[config.mk]
export PLATFORM = sky130hd
export DESIGN_NAME = fifo_256i_16o_unpack_flat
export DESIGN_NICKNAME = d
export VERILOG_FILES = /design/src/rtl/fifo_256i_16o_unpack_if.sv /design/src/rtl/fifo_256i_16o_unpack.sv /design/src/flat_wrapper.sv
export SDC_FILE = /design/constraint.sdc
export NUM_CORES = 1
export LEC_CHECK = 0
export ABC_AREA = 1
export CORE_UTILIZATION = 40
export CTS_BUF_LIST = sky130_fd_sc_hd__clkbuf_8
export DETAILED_ROUTE_END_ITERATION = 16
export GPL_TIMING_DRIVEN = 0
export SETUP_SLACK_MARGIN = 0.05
export SYNTH_ARGS = -nofsm -noshare
export SYNTH_HDL_FRONTEND = slang
export SYNTH_SLANG_ARGS = --single-unit
export TNS_END_PERCENT = 10
[constraint.sdc]
create_clock -name clk -period 54.3 [get_ports clk]
set_input_delay 16.29 -clock clk [delete_from_list [all_inputs] [get_ports clk]]
set_output_delay 16.29 -clock clk [all_outputs]
set_load 0.01 [all_outputs]
[src/rtl/fifo_256i_16o_unpack_if.sv]
// rtl/fifo_256i_16o_unpack_if.sv - FIFO read port and pixel stream bundle for the unpacker
//
// Purpose: groups the FIFO read-side signals and the outgoing pixel stream
// of fifo_256i_16o_unpack into one bundle.
// Ports (signals):
//   fifo_rd_en   : read strobe towards the FIFO (driven by master)
//   fifo_rd_data : FIFO read data, valid the cycle after an accepted strobe
//   fifo_empty   : FIFO empty flag
//   out_data     : pixel (driven by master)
//   out_valid    : pixel valid (driven by master)
//   out_ready    : downstream accept
//   out_sol      : pixel 0 of a line, qualified by out_valid
//   out_eol      : last pixel of a line, qualified by out_valid
//   underrun     : one-cycle mid-line starvation pulse
// Modports: master = unpacker side, slave = FIFO/consumer environment side.

interface fifo_256i_16o_unpack_if #(
   parameter int IN_WIDTH  = 256,
   parameter int OUT_WIDTH = 16
);
   logic                 fifo_rd_en;
   logic [IN_WIDTH-1:0]  fifo_rd_data;
   logic                 fifo_empty;
   logic [OUT_WIDTH-1:0] out_data;
   logic                 out_valid;
   logic                 out_ready;
   logic                 out_sol;
   logic                 out_eol;
   logic                 underrun;

   modport master (
      output fifo_rd_en,
      input  fifo_rd_data,
      input  fifo_empty,
      output out_data,
      output out_valid,
      input  out_ready,
      output out_sol,
      output out_eol,
      output underrun
   );

   modport slave (
      input  fifo_rd_en,
      output fifo_rd_data,
      output fifo_empty,
      input  out_data,
      input  out_valid,
      output out_ready,
      input  out_sol,
      input  out_eol,
      input  underrun
   );
endinterface

[src/rtl/fifo_256i_16o_unpack.sv]
// rtl/fifo_256i_16o_unpack.sv - unpacks wide FIFO words into a line-marked pixel stream
//
// Purpose: pulls IN_WIDTH-bit words from a standard-mode (1-cycle latency)
// FIFO read port and emits them as LANES pixels of OUT_WIDTH bits on a
// valid/ready stream, one pixel per clock, with start/end-of-line markers.
// Ports:
//   clk : clock, shared with the FIFO read side
//   rst : asynchronous active-high reset
//   bus : fifo_256i_16o_unpack_if.master (FIFO read port + pixel stream)

module fifo_256i_16o_unpack #(
   parameter int IN_WIDTH    = 256,
   parameter int OUT_WIDTH   = 16,
   parameter int LINE_PIXELS = 1024,
   parameter bit LSB_FIRST   = 1'b1
) (
   input  logic                          clk,
   input  logic                          rst,
   fifo_256i_16o_unpack_if.master        bus
);
   localparam int LANES  = IN_WIDTH / OUT_WIDTH;
   localparam int LANE_W = (LANES > 1) ? $clog2(LANES) : 1;
   localparam int PIX_W  = (LINE_PIXELS > 1) ? $clog2(LINE_PIXELS) : 1;
   localparam logic [LANE_W-1:0] LAST_LANE = LANE_W'(LANES - 1);
   localparam logic [PIX_W-1:0]  LAST_PIX  = PIX_W'(LINE_PIXELS - 1);

   logic                 rd_pend_q,  rd_pend_d;
   logic                 pf_valid_q, pf_valid_d;
   logic [IN_WIDTH-1:0]  pf_data_q,  pf_data_d;
   logic [IN_WIDTH-1:0]  sr_q,       sr_d;
   logic                 sr_valid_q, sr_valid_d;
   logic [LANE_W-1:0]    lane_cnt_q, lane_cnt_d;
   logic [PIX_W-1:0]     pix_cnt_q,  pix_cnt_d;
   logic                 underrun_q, underrun_d;

   logic                 rd_en;
   logic                 accept;
   logic                 last_accept;
   logic                 load;
   logic [LANE_W-1:0]    lane_sel;
   logic [OUT_WIDTH-1:0] lanes [LANES];

   for (genvar g = 0; g < LANES; g++) begin : g_lane
      assign lanes[g] = sr_q[g*OUT_WIDTH +: OUT_WIDTH];
   end

   // Lane order is a static choice; MSB-first simply mirrors the counter.
   assign lane_sel = LSB_FIRST ? lane_cnt_q : (LAST_LANE - lane_cnt_q);

   always_comb begin
      // Only one read may be outstanding and the prefetch slot must be free,
      // so a returning word always has somewhere to land. rst forces it low
      // so the FIFO never sees a strobe while both sides are in reset.
      rd_en       = !bus.fifo_empty && !rd_pend_q && !pf_valid_q && !rst;
      accept      = sr_valid_q && bus.out_ready;
      last_accept = accept && (lane_cnt_q == LAST_LANE);
      // Reloading on the same edge as the last lane leaves is what keeps
      // the stream bubble-free across word boundaries.
      load        = pf_valid_q && (!sr_valid_q || last_accept);

      rd_pend_d  = rd_en;

      pf_data_d  = pf_data_q;
      pf_valid_d = pf_valid_q;
      // rd_pend implies pf was empty when the read issued and nothing can
      // fill it in between, so capture and load never coincide.
      if (rd_pend_q) begin
         pf_data_d  = bus.fifo_rd_data;
         pf_valid_d = 1'b1;
      end else if (load) begin
         pf_valid_d = 1'b0;
      end

      sr_d       = sr_q;
      sr_valid_d = sr_valid_q;
      lane_cnt_d = lane_cnt_q;
      if (load) begin
         sr_d       = pf_data_q;
         sr_valid_d = 1'b1;
         lane_cnt_d = '0;
      end else if (last_accept) begin
         sr_valid_d = 1'b0;
         lane_cnt_d = '0;
      end else if (accept) begin
         lane_cnt_d = lane_cnt_q + LANE_W'(1);
      end

      // Line position runs independently of word boundaries.
      pix_cnt_d = pix_cnt_q;
      if (accept) begin
         pix_cnt_d = (pix_cnt_q == LAST_PIX) ? '0 : pix_cnt_q + PIX_W'(1);
      end

      underrun_d = bus.out_ready && !sr_valid_q && (pix_cnt_q != '0);
   end

   always_ff @(posedge clk or posedge rst) begin
      if (rst) begin
         rd_pend_q  <= 1'b0;
         pf_valid_q <= 1'b0;
         pf_data_q  <= '0;
         sr_q       <= '0;
         sr_valid_q <= 1'b0;
         lane_cnt_q <= '0;
         pix_cnt_q  <= '0;
         underrun_q <= 1'b0;
      end else begin
         rd_pend_q  <= rd_pend_d;
         pf_valid_q <= pf_valid_d;
         pf_data_q  <= pf_data_d;
         sr_q       <= sr_d;
         sr_valid_q <= sr_valid_d;
         lane_cnt_q <= lane_cnt_d;
         pix_cnt_q  <= pix_cnt_d;
         underrun_q <= underrun_d;
      end
   end

   assign bus.fifo_rd_en = rd_en;
   assign bus.out_data   = lanes[lane_sel];
   assign bus.out_valid  = sr_valid_q;
   assign bus.out_sol    = (pix_cnt_q == '0);
   assign bus.out_eol    = (pix_cnt_q == LAST_PIX);
   assign bus.underrun   = underrun_q;

endmodule

[src/flat_wrapper.sv]
// flat-port wrapper written by rule: the top's interface ports become plain ports
module fifo_256i_16o_unpack_flat 
#(
   parameter int IN_WIDTH    = 256,
   parameter int OUT_WIDTH   = 16,
   parameter int LINE_PIXELS = 1024,
   parameter bit LSB_FIRST   = 1'b1
)
  (clk, rst, bus_fifo_rd_en, bus_fifo_rd_data, bus_fifo_empty, bus_out_data, bus_out_valid, bus_out_ready, bus_out_sol, bus_out_eol, bus_underrun);
  fifo_256i_16o_unpack_if #(.IN_WIDTH(IN_WIDTH), .OUT_WIDTH(OUT_WIDTH)) bus_i ();
  input  logic clk;
  input  logic rst;
  output wire logic [$bits(bus_i.fifo_rd_en)-1:0] bus_fifo_rd_en;
  input wire logic [$bits(bus_i.fifo_rd_data)-1:0] bus_fifo_rd_data;
  input wire logic [$bits(bus_i.fifo_empty)-1:0] bus_fifo_empty;
  output wire logic [$bits(bus_i.out_data)-1:0] bus_out_data;
  output wire logic [$bits(bus_i.out_valid)-1:0] bus_out_valid;
  input wire logic [$bits(bus_i.out_ready)-1:0] bus_out_ready;
  output wire logic [$bits(bus_i.out_sol)-1:0] bus_out_sol;
  output wire logic [$bits(bus_i.out_eol)-1:0] bus_out_eol;
  output wire logic [$bits(bus_i.underrun)-1:0] bus_underrun;
  assign bus_fifo_rd_en = bus_i.fifo_rd_en;
  assign bus_i.fifo_rd_data = bus_fifo_rd_data;
  assign bus_i.fifo_empty = bus_fifo_empty;
  assign bus_out_data = bus_i.out_data;
  assign bus_out_valid = bus_i.out_valid;
  assign bus_i.out_ready = bus_out_ready;
  assign bus_out_sol = bus_i.out_sol;
  assign bus_out_eol = bus_i.out_eol;
  assign bus_underrun = bus_i.underrun;
  fifo_256i_16o_unpack #(.IN_WIDTH(IN_WIDTH), .OUT_WIDTH(OUT_WIDTH), .LINE_PIXELS(LINE_PIXELS), .LSB_FIRST(LSB_FIRST)) u_core (.clk(clk), .rst(rst), .bus(bus_i));
endmodule
==> metrics.md <==
| Metric | Value |
|---|---|
| Post-Syn Nets | between 3000 and 4000 |
| Hold WC Path Type | reg2reg |
| Startpoint Class | input pin |
| Final Setup Violations | 0 |
| # resized after CTS | 0 |
| Setup crit end kind | primary output |
| Mapped cell area | 23400 µm² |
| WP data required | ~38000 ps |
| Clock transition at the registers of the reported paths | roughly 50 ps |
| Layout area overhead | 24.6% |
| HP Start | u_core.pf_data_q[78] |
| Placed insts | 4105 |
| Worst-margin pin slew | 1170 ps |
| PwrDens | 55.7 nW/µm² |
| # rows | 88 |
| CP arrival | approximately 18000 ps |
| Outcome | finished clean |
| Final routed DRC violation total | 0 |
| Slew headroom | 0.218 |
| First-pass GRT wire length | roughly 110000 µm |
| DP HPWL | 54800 µm |
| Crit Path Max Fanout | 2 |
| Reg2reg setup slack | 51880 ps |
| Total Die Area | a little under 60000 µm² |
| CTS Buf Count | 92 |
| Max-slew violation count | 0 |
| Setup CP Type | in2out |
| WHS Endpoint | u_core.pf_data_q[78] |
| Max frequency | slightly below 0.03 GHz |
| H-tree levels | 3 |
| Number of DRC markers in iteration 0 | between 1500 and 2000 |
| Hold depth | 2 |
| Share of cells above drive strength 1 | 0.0567 |
| Final Hold Vio Count | 0 |
| Leak pwr | 15.6 nW |
| Syn Inst Count | 3056 |
| Sum Neg Setup Slack | 0 ps |
| Die Ht | 244 µm |
| Starting density of the core | 0.405 |
| Power consumption | ~1.6 mW |
| Initial antenna violation count | 1 |
| Final nets | between 3000 and 4000 |
| Port Buffers | 280 |
| Number of library cell types mapped by synthesis | 20 |
| Total number of vias | 20600 |
| Period utilization | 0.627 |
| Drt pass-1 iters | 7 |
| Reg2reg path depth | 6 |
| Pin count of the biggest net entering global routing | ~140 |
| Overflow after GRT | 0 |
| Worst R2R End | u_core.pf_data_q[129] |
| Post-CTS Setup Inserts | 0 |
| Sequential Area | between 10000 and 15000 µm² |
| Root buffer cell | clkbuf_8 |
| CTS tree | yes |
| Die X | approximately 240 µm |
| Vias in the first global route | slightly above 20000 |
| Fill cells | 5706 |
| Max cap viols | 0 |
| Critical R2R Launch | u_core.rd_pend_q |
| CTS Buffer Depth | 3 |
| Clock Latency Late Sink | 690 ps |
| Placer Congestion | between 0.8 and 0.9 |
| Sequential fraction of the synthesis area | 0.568 |
| Mean Syn Cell Area | ~7.6 µm² |
| Core area | approximately 58000 µm² |
| Flops & latches, synth | 530 |
| Final non-filler cell total | 4274 |
| Post-DRT Antenna Nets | 0 |
| Ys Warns | 0 |
| Io pins | between 200 and 300 |
| Clock sink total | between 500 and 600 |
| Worst vdd ir | about 0.024 mV |
| Hold_buf cts | 0 |
| Total GRT Usage | 0.247 |
| Routed WL | between 70000 and 80000 µm |
| Max Clock Skew | roughly 36 ps |
| Routed length per placed instance | between 15 and 20 µm |
| Final worst path period need | between 30000 and 40000 ps |
| Vias/cell | approximately 4.8 |
| Multi-input gate area | 8840 µm² |
| RSZ-0062 raised after global routing | no |
[registers in the layout, summed over array words and instances, names as in the netlist]
| signal | flops |
|---|---|
| u_core.bus.out_valid | 1 |
| u_core.bus.underrun | 1 |
| u_core.lane_cnt_q | 4 |
| u_core.pf_data_q | 256 |
| u_core.pf_valid_q | 1 |
| u_core.pix_cnt_q | 10 |
| u_core.rd_pend_q | 1 |
| u_core.sr_q | 256 |
[power by group]
| group | switching, mW | total (mW) | internal, mW |
|---|---|---|---|
| logic | 0.349 | 0.537 | 0.188 |
| registers | 0.125 | 0.717 | 0.592 |
| clock network | 0.165 | 0.368 | 0.203 |
| total | 0.639 | 1.62 | 0.983 |
[cells in the mapped netlist]
cell type,count,area (µm²)
buf_2,65,325
a21oi_1,2,10.0
nor3_1,2,10.0
ha_1,3,37.5
nand3_1,365,1830
nand2_1,1710,6420
inv_2,1,3.75
nand4_1,4,25.0
clkinv_1,3,11.3
inv_1,121,454
o21ai_2,1,8.76
nor4_1,1,6.26
o21ai_0,5,25.0
clkbuf_1,115,432
and3_1,1,6.26
o22ai_1,1,6.26
buf_1,9,33.8
nor2_1,113,424
dfrtp_1,530,13300
xor2_1,4,35.0
[logic make-up (layout without fill, tap and decap cells)]
| kind of cell | count (synthesis) | count (layout) | synth area share |
|---|---|---|---|
| adder cells (fa/ha/maj) | 3 | 3 | 0.00161 |
| buffers and inverters | 314 | 765 | 0.0539 |
| AO/OA/AOI/OAI | 9 | 9 | 0.00214 |
| other | 0 | 2 | 0 |
| AND/OR/NAND/NOR | 2196 | 2196 | 0.373 |
| flip-flops | 530 | 530 | 0.568 |
| XOR/XNOR | 4 | 4 | 0.00150 |
[metal layers]
| metal | global-route usage | part of all wire | vias up |
|---|---|---|---|
| li1 | - | - | 10200 |
| met1 | 0.343 | 0.46 | 9820 |
| met4 | 0.0816 | 0.025 | 0 |
| met2 | 0.391 | 0.46 | 536 |
| met5 | 0 | 0 | - |
| met3 | 0.0408 | 0.055 | 111 |
[metrics by stage]
step | instance area, µm² | utilization | hold slack [ps] | setup WS (ps)
floorplan | 23400 | - | 442 | 21260
global placement | 27100 | 0.470 | 454 | 17550
detailed placement | 27200 | 0.472 | 458 | 20250
CTS | 29100 | 0.505 | 473 | 20230
global route | 29100 | 0.505 | 482 | 20190
finish | 29100 | 0.505 | 471 | 20260
[cells in the final DEF, fill, tap and decap left out, drive strengths merged]
cell and count:
nand2 1710, dfrtp 530, nand3 365, clkdlybuf4s50 280, clkbuf 233, inv 162
nor2 113, buf 78, clkinv 9, o21ai 6, nand4 4, xor2 4
ha 3, diode 2, nor3 2, a21oi 2, bufinv 2, and3 1
nor4 1, o22ai 1, clkinvlp 1
[critical path: stages]
cell and delay, ps:
clkdlybuf4s50_1 510, nor4_1 330, clkdlybuf4s50_1 620
[cell type report]
type | count | area share
Clock inverter | 49 | 0.00851
Sequential cell | 530 | 0.456
Clock buffer | 118 | 0.0558
Tap cell | 765 | 0.0329
Timing Repair Buffer | 284 | 0.100
Buffer | 189 | 0.0272
Inverter | 125 | 0.0164
Antenna cell | 2 | 0.000172
Multi-Input combinational cell | 2212 | 0.304
[worst max path at each step]
stage / startpoint / endpoint / slack [ps] / depth (start not counted)
3_5_place_dp: rst / bus_fifo_rd_en / 20250 / 3
2_1_floorplan: bus_fifo_empty / bus_fifo_rd_en / 21260 / 1
5_1_grt: rst / bus_fifo_rd_en / 20190 / 3
6_report: rst / bus_fifo_rd_en / 20260 / 3
4_1_cts: rst / bus_fifo_rd_en / 20230 / 3
3_3_place_gp: rst / u_core.pf_data_q[49] / 17550 / 2
No activity file was read; power rests on OpenSTA's default activity.
